File: config.mk
export PLATFORM = sky130hd
export DESIGN_NAME = morse_beep_sequencer
export DESIGN_NICKNAME = d
export VERILOG_FILES = /design/src/rtl/morse_beep_sequencer.sv
export SDC_FILE = /design/constraint.sdc
export NUM_CORES = 1
export LEC_CHECK = 0
export ABC_AREA = 0
export BUFFER_PORTS_ARGS = -buffer_cell sky130_fd_sc_hd__buf_2
export CAP_MARGIN = 25
export CORE_MARGIN = 2
export CORE_UTILIZATION = 57
export DETAILED_ROUTE_END_ITERATION = 8
export PLACE_DENSITY = 0.8
export SYNTH_ARGS = -nofsm -noshare
export SYNTH_HDL_FRONTEND = slang
export SYNTH_SLANG_ARGS = --single-unit
File: constraint.sdc
create_clock -name clk -period 4.35 [get_ports clk]
set_clock_uncertainty 0.1 [all_clocks]
set_input_delay 1.0875 -clock clk [delete_from_list [all_inputs] [get_ports clk]]
set_output_delay 1.0875 -clock clk [all_outputs]
set_load 0.05 [all_outputs]
File: src/rtl/morse_beep_sequencer.sv
// Plays one encoded Morse letter on the buzzer with unit-scaled dot/dash/gap timing.
// Optional macro MORSE_SEQ_REPEAT_EN: loop the latched letter while repeat_i is held.
module morse_beep_sequencer #(
  parameter int UNIT_CYCLES = 25_000_000,
  parameter int TONE_HALF   = 50_000
) (
  input  logic       clk,
  input  logic       rst,
  input  logic       start_i,
  input  logic [4:0] code_i,
  input  logic [2:0] len_i,
  input  logic [1:0] speed_i,
  input  logic       abort_i,
  input  logic       repeat_i,
  output logic       beep_o,
  output logic       busy_o,
  output logic       done_o,
  output logic [2:0] sym_idx_o
);

  // Longest interval is a 3-unit dash or letter gap at the slowest speed.
  localparam longint MAX_DUR = 3 * (longint'(UNIT_CYCLES) << 3);
  localparam int     DW_FIT  = $clog2(MAX_DUR + 1);
  localparam int     DW      = (DW_FIT > 27) ? DW_FIT : 27;
  localparam int     TW      = (TONE_HALF > 1) ? $clog2(TONE_HALF) : 1;

  localparam logic [1:0] S_IDLE = 2'd0;
  localparam logic [1:0] S_TONE = 2'd1;
  localparam logic [1:0] S_GAP  = 2'd2;
  localparam logic [1:0] S_LGAP = 2'd3;

  logic [1:0]    state_q, state_d;
  logic [2:0]    sym_q, sym_d;
  logic [DW-1:0] cnt_q, cnt_d;
  logic [TW-1:0] tcnt_q, tcnt_d;
  logic          beep_q, beep_d;
  logic          done_q, done_d;
  logic [4:0]    code_q, code_d;
  logic [2:0]    len_q, len_d;
  logic [1:0]    spd_q, spd_d;

  logic [DW-1:0] unit, dur;
  logic          last, len_ok, rep;

`ifdef MORSE_SEQ_REPEAT_EN
  assign rep = repeat_i;
`else
  logic unused_repeat;
  assign unused_repeat = repeat_i;
  assign rep           = 1'b0;
`endif

  assign unit   = DW'(UNIT_CYCLES) << spd_q;
  assign len_ok = (len_i != 3'd0) && (len_i <= 3'd5);
  assign last   = (cnt_q == dur - DW'(1));

  always_comb begin
    dur = unit;
    case (state_q)
      S_TONE:  dur = code_q[sym_q] ? (unit + (unit << 1)) : unit;
      S_LGAP:  dur = unit + (unit << 1);
      default: dur = unit;
    endcase
  end

  always_comb begin
    state_d = state_q;
    sym_d   = sym_q;
    cnt_d   = cnt_q;
    tcnt_d  = tcnt_q;
    beep_d  = beep_q;
    done_d  = 1'b0;
    code_d  = code_q;
    len_d   = len_q;
    spd_d   = spd_q;
    case (state_q)
      S_IDLE: begin
        if (start_i && len_ok) begin
          code_d  = code_i;
          len_d   = len_i;
          spd_d   = speed_i;
          state_d = S_TONE;
          sym_d   = 3'd0;
          cnt_d   = '0;
          tcnt_d  = '0;
          beep_d  = 1'b1;
        end
      end
      S_TONE: begin
        if (last) begin
          cnt_d   = '0;
          tcnt_d  = '0;
          beep_d  = 1'b0;
          state_d = (sym_q == len_q - 3'd1) ? S_LGAP : S_GAP;
        end else begin
          cnt_d = cnt_q + DW'(1);
          if (tcnt_q == TW'(TONE_HALF - 1)) begin
            tcnt_d = '0;
            beep_d = ~beep_q;
          end else begin
            tcnt_d = tcnt_q + TW'(1);
          end
        end
      end
      S_GAP: begin
        if (last) begin
          cnt_d   = '0;
          sym_d   = sym_q + 3'd1;
          state_d = S_TONE;
          beep_d  = 1'b1;
        end else begin
          cnt_d = cnt_q + DW'(1);
        end
      end
      default: begin
        if (last) begin
          cnt_d = '0;
          sym_d = 3'd0;
          if (rep) begin
            state_d = S_TONE;
            beep_d  = 1'b1;
          end else begin
            state_d = S_IDLE;
            done_d  = 1'b1;
          end
        end else begin
          cnt_d = cnt_q + DW'(1);
        end
      end
    endcase
    // Abort overrides whatever transition was chosen above.
    if (abort_i && state_q != S_IDLE) begin
      state_d = S_IDLE;
      sym_d   = 3'd0;
      cnt_d   = '0;
      tcnt_d  = '0;
      beep_d  = 1'b0;
      done_d  = 1'b0;
    end
  end

  always_ff @(posedge clk) begin
    if (rst) begin
      state_q <= S_IDLE;
      sym_q   <= 3'd0;
      cnt_q   <= '0;
      tcnt_q  <= '0;
      beep_q  <= 1'b0;
      done_q  <= 1'b0;
      code_q  <= 5'd0;
      len_q   <= 3'd0;
      spd_q   <= 2'd0;
    end else begin
      state_q <= state_d;
      sym_q   <= sym_d;
      cnt_q   <= cnt_d;
      tcnt_q  <= tcnt_d;
      beep_q  <= beep_d;
      done_q  <= done_d;
      code_q  <= code_d;
      len_q   <= len_d;
      spd_q   <= spd_d;
    end
  end

  assign beep_o    = beep_q;
  assign busy_o    = (state_q != S_IDLE);
  assign done_o    = done_q;
  assign sym_idx_o = sym_q;

endmodule

# After elaboration in Yosys (flattened, before gate mapping)
# Cells that the tools add are included.
dict set report word_totals {
  reg_bits 63
  output_inout_bits 6
  wordCells 73
  inputBits 15
}
dict set report op_classes {
  reduce_logical 16
  n_lt_le_gt_ge 2
  shifts 1
  bitwise 2
  mux 27
  addsub 6
  n_eq_ne 10
}
# op n
set ops {}
lappend ops {{30-bit two-way mux} 4}
lappend ops {{30-bit case mux with 2 select lines} 1}
lappend ops {{16-bit two-way mux} 3}
lappend ops {{16-bit case mux with 2 select lines} 1}
lappend ops {{30-bit by 1-bit adder with 30-bit output (second input constant)} 1}
lappend ops {{30-bit adder} 1}
lappend ops {{30-bit == test} 1}
lappend ops {{25-bit by 2-bit left shift with 30-bit output (first input constant)} 1}
lappend ops {{30-bit by 1-bit subtractor with 30-bit output (second input constant)} 1}
lappend ops {{16-bit by 1-bit adder with 16-bit output (second input constant)} 1}
lappend ops {{16-bit == test (second input constant)} 1}
lappend ops {{4-bit AND reduction} 3}
lappend ops {{3-bit two-way mux} 3}
lappend ops {{3-bit case mux with 3 select lines} 1}
lappend ops {{2-bit two-way mux} 4}
lappend ops {{1-bit two-way mux} 7}
lappend ops {{2-bit inequality test (second input constant)} 3}
lappend ops {{2-bit case mux with 3 select lines} 1}
lappend ops {{2-bit nonzero test} 3}
lappend ops {{3-bit nonzero test} 2}
lappend ops {{5-bit OR reduction} 1}
lappend ops {{2-bit == test (second input constant)} 2}
lappend ops {{3-bit by 4-bit < comparator with 1-bit output (second input constant)} 1}
lappend ops {{2-bit AND reduction} 2}
lappend ops {{other kinds (12)} 15}

# Depth between registers and ports, before layout
# Gate-level depths: netlist of run 1.
dict set report logic_depth {
  ltp_word 8
  mapped_depth 18
  depth_no_buf 17
}

# Worst setup path before layout of run 1
# Ideal clock, no wire load.
dict set report synth_path {
  path_kind {register to register}
  start {reg sym_q[1] (netlist: sym_idx_o[1])}
  end {reg sym_q[0] (netlist: sym_idx_o[0])}
  synth_period_minus_slack_ns 4.142
  stages_incl_launch_ff 18
  n_path_buf 3
  arrival_time_ns 3.922
  required_time_ns 4.130
  setup_slack_ns 0.208
  setup_ns 0.120
  cell_sequence {dfxtp_1 -> buf_6 -> mux2_4 -> a21o_2 -> nor2_4 -> a211oi_1 -> ha_1 -> xor2_1 -> o2111ai_1 -> a221o_1 -> or4_1 -> nor3_1 -> nand4_1 -> a2111oi_4 -> buf_6 -> buf_8 -> nor2_1 -> a211o_1}
}
dict set report synth_between {
  elab_chain_cells 8
  word_cells_on_any_way 9
  cone_classes {add/sub (1); eq/ne (2); mux (4); reduce/logical (2)}
}
# element line_no
set synth_lines {}
lappend synth_lines {{start: declaration} 33} ;# logic [2:0] sym_q, sym_d;
lappend synth_lines {{start signal: assignment} 155} ;# sym_q <= sym_d;
lappend synth_lines {{1-bit binary-select mux with 3-bit select *} 60} ;# S_TONE: dur = code_q[sym_q] ? (unit + (unit << 1)) : unit;
lappend synth_lines {{1-bit two-way mux (implied by the code) *} 60}
lappend synth_lines {{30-bit two-way mux *} 60}
lappend synth_lines {{30-bit case mux with 2 select lines *} 59} ;# case (state_q)
lappend synth_lines {{30-bit by 1-bit subtractor with 30-bit output *} 55} ;# assign last = (cnt_q == dur - DW'(1));
lappend synth_lines {{30-bit == test *} 55}
lappend synth_lines {{2-bit inequality test (no line) or 2-bit nonzero test (tied branches)} -}
lappend synth_lines {{4-bit AND reduction (no line) *} -}
# Mark *: on every way between the ends. The rest lies on a longest branch, timed or not. The select of a mux whose other input is x is not followed.
# A chain may end at the register's enable or synchronous reset.

# Final worst setup path of run 1
dict set report layout_path {
  start {reg spd_q[0]}
  end {reg sym_q[1] (netlist: sym_idx_o[1])}
}
dict set report layout_between {
  elab_chain_cells 8
  word_cells_on_any_way 9
  cone_classes {add/sub (2); eq/ne (2); shift (1); mux (2); reduce/logical (2)}
}
# element line_no
set layout_lines {}
lappend layout_lines {{start: declaration} 40} ;# logic [1:0] spd_q, spd_d;
lappend layout_lines {{start signal: assignment} 162} ;# spd_q <= spd_d;
lappend layout_lines {{25-bit by 2-bit left shift with 30-bit output *} 53} ;# assign unit = DW'(UNIT_CYCLES) << spd_q;
lappend layout_lines {{30-bit adder} {60, 61}}
lappend layout_lines {{30-bit two-way mux} 60}
lappend layout_lines {{30-bit case mux with 2 select lines *} 59}
lappend layout_lines {{30-bit by 1-bit subtractor with 30-bit output *} 55}
lappend layout_lines {{30-bit == test *} 55}
lappend layout_lines {{2-bit inequality test (no line) or 2-bit nonzero test (tied branches)} -}
lappend layout_lines {{4-bit AND reduction (no line) *} -}
# Mark *: on every way between the ends. The rest lies on a longest branch, timed or not.

==> metrics, run 1 <==
outcome complete, no violations; Final Slew Violations 0; # diodes 0; largest net degree at the start of global routing 23; via count 4330; final worst slack 0.136 ns; placed cell count 684; Arr. time, crit path 4.35 ns; vias in the first global route 4179; number of clock sinks 63; clock slew at reported path FFs 0.07 ns; HP Class reg -> reg; min-delay src cnt_q[0]; Power, Total 1900 µW; placed inst area 0.00490 mm²; CTS Buffer Depth 2; Die W 93.5 µm; share of cells above drive strength 1 0.184; clk_lat worst skew 0.36 ns; Storage cell area 0.00127 mm²; die height 93.5 µm; EDFF count, synth 0; P_int 1130 µW; GPL Wtd Cong 0.961; worst-path maximum fanout 5; Tot GR Track Use 0.289; TritonRoute pass-1 iters 6; Async SR Flop Fraction 0; fmax 0.237 GHz; CTS tree done; first-pass GRT wire length 20.1 mm; nets 635; Slew headroom 0.517; htree depth 3; worst endpoint required time 4.49 ns; vias per inst 6.15; launch point of the worst reg-to-reg path spd_q[0]; DP HPWL 8.83 mm; synthesized instance count 558; Rows 32; pwr/cell area 368 mW/mm²; Startpoint Class flip-flop; flops & latches, synth 63; CP Capture Type flip-flop; ANT nets after route 0; syn avg cell area 8.18 µm²; Crit Path Class reg -> reg; initial core utilization 0.591; VDD IR max 0.344 mV; commonest non-fill, non-tap cell in the layout nor2_1; synthesized area 0.00457 mm²; Clock Power Share 0.243; Final Cell Area 0.00516 mm²; initial antenna violation count 0; commonest cells after routing, fill and taps aside nor2_1 (65), dfxtp_1 (61), nand2_1 (36), xnor2_1 (34), buf_4 (33); post-place setup slack -0.0837 ns; initial DRC count 267; port buffer count 19; Fin. Hold Viols 0; Final Instance Count excl. Fillers 704; die area 0.00874 mm²; Worst Hold Slack 0.395 ns; fillers 648; Leak 0.00198 µW; Yosys warnings 0; total CTS buffers 9; final period utilization 0.969; core area 0.00773 mm²; DRC Markers 0; Sequential Power Share 0.327; Slew @ Worst Pin 0.725 ns; gr ovfl total 0; I/O pins 21; hold_buf cts 0; average wire per standard cell 17.0 µm; Post-synth top flop dfxtp_1; clk root buf clkbuf_8; Switching Share 0.407; max-cap viol count 0; count of cell types in the netlist 82; Combinational Power Share 0.430; Worst Setup SP spd_q[0]; Syn-to-layout area delta 12.9%; multi-input logic area 0.00313 mm²; Switch Pwr 772 µW; syn nets 596; min Tclk post-route 4.21 ns; routed wire length 12.0 mm; Setup-failing EPs final 0; Seq/Total Area, Yosys 0.276
==> worst paths after layout <==
kind             endpoint  slack, ns  cells after the start
max          sym_idx_o[1]       0.14                     17
max reg2reg  sym_idx_o[1]       0.14                     17
min              cnt_q[0]       0.40                      2
min reg2reg      cnt_q[0]       0.40                      2
==> sequential cells by signal, summed over array words and instances (netlist names) <==
signal	count
len_q	3
tcnt_q	16
state_q	2
code_q	5
done_o	1
sym_idx_o	3
spd_q	2
cnt_q	30
beep_o	1
==> layer usage <==
layer,global-route usage,part of all wire
met1,0.358,0.42
met2,0.508,0.49
met3,0.0492,0.062
met4,0.0944,0.023
met5,0,0
==> kinds of logic (layout without fill, tap and decap cells) <==
logic type / count (synthesis) / after routing / share of synthesized area
flops: 63 / 63 / 0.276
compound gates: 105 / 105 / 0.179
fa+ha+maj: 23 / 23 / 0.0630
mux: 15 / 15 / 0.0353
simple gates: 245 / 245 / 0.280
buf+inv: 46 / 90 / 0.0496
xor+xnor: 61 / 61 / 0.117
==> cells in the mapped netlist (6+ instances only) <==
library cell / number / area, µm²
a21oi_1: 19 / 95.1
a31oi_1: 7 / 43.8
and3_1: 15 / 93.8
clkbuf_1: 13 / 48.8
dfxtp_1: 63 / 1260
ha_1: 23 / 288
inv_1: 20 / 75.1
mux2i_1: 12 / 120
nand2_1: 36 / 135
nand2b_1: 8 / 50.1
nand3_1: 27 / 135
nand4_1: 16 / 100
nor2_1: 65 / 244
nor3_1: 26 / 130
nor4_1: 7 / 43.8
o21ai_0: 12 / 60.1
or3_1: 6 / 37.5
xnor2_1: 34 / 298
xor2_1: 27 / 236
==> power groups by stage <==
stage	Combinational (µW)	Sequential [µW]	Clock (µW)
2_1_floorplan	541	641	0
3_3_place_gp	771	631	0
3_5_place_dp	783	632	0
4_1_cts	789	619	469
5_1_grt	884	624	492
6_report	816	621	461
==> critical path, stage by stage (launching register included) <==
cell and delay [ns]:
dfxtp_4 0.40, inv_1 0.08, ha_2 0.21, ha_4 0.23
inv_4 0.08, o21ai_0 0.10, a211oi_2 0.32, ha_1 0.30
xor2_1 0.16, o2111ai_2 0.15, a221o_1 0.30, or4_1 0.42
nor3_2 0.12, nand4_1 0.20, buf_4 0.20, nor4b_1 0.24
a221oi_1 0.17, a211o_1 0.34
==> final cells by class <==
class / instances / area share
clock buffer: 11 / 0.0274
clock inverter: 5 / 0.00655
inverter: 20 / 0.0150
multi-input combinational: 449 / 0.607
sequential: 63 / 0.246
tap: 102 / 0.0247
timing repair buffer: 54 / 0.0742
==> metrics by stage <==
| step | utilization | TNS (ns) |
|---|---|---|
| after floorplan | - | 0 |
| after global placement | 0.634 | -0.446 |
| after detailed placement | 0.634 | -1.59 |
| after CTS | 0.659 | 0 |
| after global routing | 0.667 | -0.103 |
| final | 0.667 | 0 |
==> repair_timing <==
action / 4_1_cts / 5_1_grt
buffers inserted: 2 / 2
hold endpoints to repair: 0 / 0
resized for setup: 2 / 13
endpoints found under the setup margin: 49 / 51
pin swaps: 1 / 5
Note: power is estimated with default switching activity, not from simulation.
==> run 2, diff against run 1 <==
--- a/config.mk
+++ b/config.mk
@@ -8,10 +8,12 @@
 export ABC_AREA = 0
 export BUFFER_PORTS_ARGS = -buffer_cell sky130_fd_sc_hd__buf_2
 export CAP_MARGIN = 25
+export CELL_PAD_IN_SITES_DETAIL_PLACEMENT = 0
+export CELL_PAD_IN_SITES_GLOBAL_PLACEMENT = 2
 export CORE_MARGIN = 2
-export CORE_UTILIZATION = 57
+export CORE_UTILIZATION = 38
 export DETAILED_ROUTE_END_ITERATION = 8
-export PLACE_DENSITY = 0.8
+export PLACE_DENSITY = 0.85
 export SYNTH_ARGS = -nofsm -noshare
 export SYNTH_HDL_FRONTEND = slang
 export SYNTH_SLANG_ARGS = --single-unit
==> metrics, run 2 (same netlist as run 1, synthesis figures left out) <==
top flop regs cnt_q x30, tcnt_q x16, code_q x5; Hold EP cnt_q[1]; first-pass GRT wire length 20.3 mm; outcome complete, no violations; post-place setup slack 0.123 ns; number of clock sinks 63; pwr/cell area 395 mW/mm²; initial DRC count 192; clock slew at reported path FFs 0.05 ns; max reg flops 30; final worst slack 0.209 ns; placed cell count 733; port buffer count 19; r2r setup slk 0.21 ns; worst-path maximum fanout 5; share of cells above drive strength 1 0.176; final core utilization 0.446; vias per inst 5.57; core area 0.0119 mm²; Slew @ Worst Pin 0.522 ns; TritonRoute pass-1 iters 5; min-delay src cnt_q[1]; commonest cells after routing, fill and taps aside nor2_1 (65), dfxtp_1 (61), nand2_1 (36), xnor2_1 (34), buf_4 (34); clk_lat worst skew 0.33 ns; final period utilization 0.952; ANT nets after route 0; Tot GR Track Use 0.198; DP HPWL 9.28 mm; Setup-failing EPs final 0; nets 636; htree depth 3; Final Instance Count excl. Fillers 749; gr ovfl total 0; CTS Buffer Depth 2; Die W 114 µm; via count 4172; grt met2 use 0.322; initial antenna violation count 0; worst-case reg-to-reg path depth 19; initial core utilization 0.385; VDD IR max 0.273 mV; Rows 40; Syn-to-layout area delta 15.8%; WHS Path Cells 2; Leak 0.00202 µW; vias in the first global route 4090; Worst Hold Slack 0.397 ns; # diodes 0; die area 0.0129 mm²; Power, Total 2090 µW; gr busiest metal met2; r2r endpoint sym_idx_o[0]; CTS tree done; fmax 0.242 GHz; Final Slew Violations 0; Crit Path Class reg -> reg; average wire per standard cell 16.5 µm; worst endpoint required time 4.47 ns; Startpoint Class flip-flop; met3 usage 0.0611; Fin. Hold Viols 0; largest net degree at the start of global routing 23; Arr. time, crit path 4.26 ns; commonest non-fill, non-tap cell in the layout nor2_1; total CTS buffers 9; die height 114 µm; I/O pins 21; DRC Markers 0; routing usage on met1 0.252; launch point of the worst reg-to-reg path spd_q[0]; max-cap viol count 0; Top reg by flops cnt_q; clk root buf clkbuf_16; routed wire length 12.4 mm; Slew headroom 0.643; CP Capture Type flip-flop; min Tclk post-route 4.14 ns; HP Class reg -> reg; GPL Wtd Cong 0.904
run 2: changes by cell type in the layout (fill, tap and decap cells not counted), sizes merged:
cell and change:
clkbuf +1, clkinv -2, buf +1
run 2: per-layer routing:
| layer | share of wire | vias up |
|---|---|---|
| met1 | 0.47 | 2002 |
| met4 | 0.016 | 0 |
| met5 | 0 | - |
| met2 | 0.47 | 64 |
| li1 | - | 2092 |
| met3 | 0.045 | 14 |
run 2: area by class of cell:
type	instances	area (µm²)
Multi-Input combinational cell	449	3120
Sequential cell	63	1260
Fill cell	1206	6580
Tap cell	147	184
Clock inverter	3	20.0
Inverter	20	75.1
Timing Repair Buffer	55	382
Clock buffer	12	246
run 2: worst max path at each step:
stage	from	end	slack [ns]	depth (start not counted)
final	spd_q[0]	sym_idx_o[0]	0.21	19
after global routing	spd_q[0]	sym_idx_o[0]	-0.02	19
after CTS	spd_q[0]	sym_idx_o[0]	0.08	18
after detailed placement	spd_q[0]	sym_idx_o[0]	0.12	18
after global placement	spd_q[0]	sym_idx_o[0]	0.13	18
after floorplan	sym_idx_o[1]	sym_idx_o[0]	0.21	17
run 2: timing repair:
| action | in CTS | in global routing |
|---|---|---|
| gates resized for setup | 0 | 9 |
| setup buffers | 0 | 1 |
| hold buffers | 0 | 0 |
| setup endpoints to repair | 0 | 51 |
run 2: per-stage QoR:
| stage | instance area, µm² | setup TNS [ns] |
|---|---|---|
| 2_1_floorplan | 4570 | 0 |
| 3_3_place_gp | 4970 | 0 |
| 3_5_place_dp | 4970 | 0 |
| 4_1_cts | 5240 | 0 |
| 5_1_grt | 5290 | -0.231 |
| 6_report | 5290 | 0 |
run 2: report_power, final:
group          leakage [µW]  internal [µW]  total, µW  switching (µW)
Clock              0.000125            397        654             257
Sequential         0.000510            600        621            21.0
Combinational       0.00139            295        813             518
Total               0.00202           1290       2090             797
run 2: critical path, cell delays in order (launching register included):
cell	delay [ns]
dfxtp_2	0.35
inv_1	0.06
ha_1	0.23
ha_4	0.29
inv_2	0.06
a211oi_2	0.15
a211oi_1	0.07
buf_4	0.15
ha_1	0.28
xor2_1	0.18
o2111ai_2	0.14
a221o_1	0.30
or4_1	0.43
nor3_2	0.12
nand4_1	0.20
a2111oi_4	0.32
buf_4	0.20
buf_4	0.12
nor2_1	0.04
a211o_1	0.25
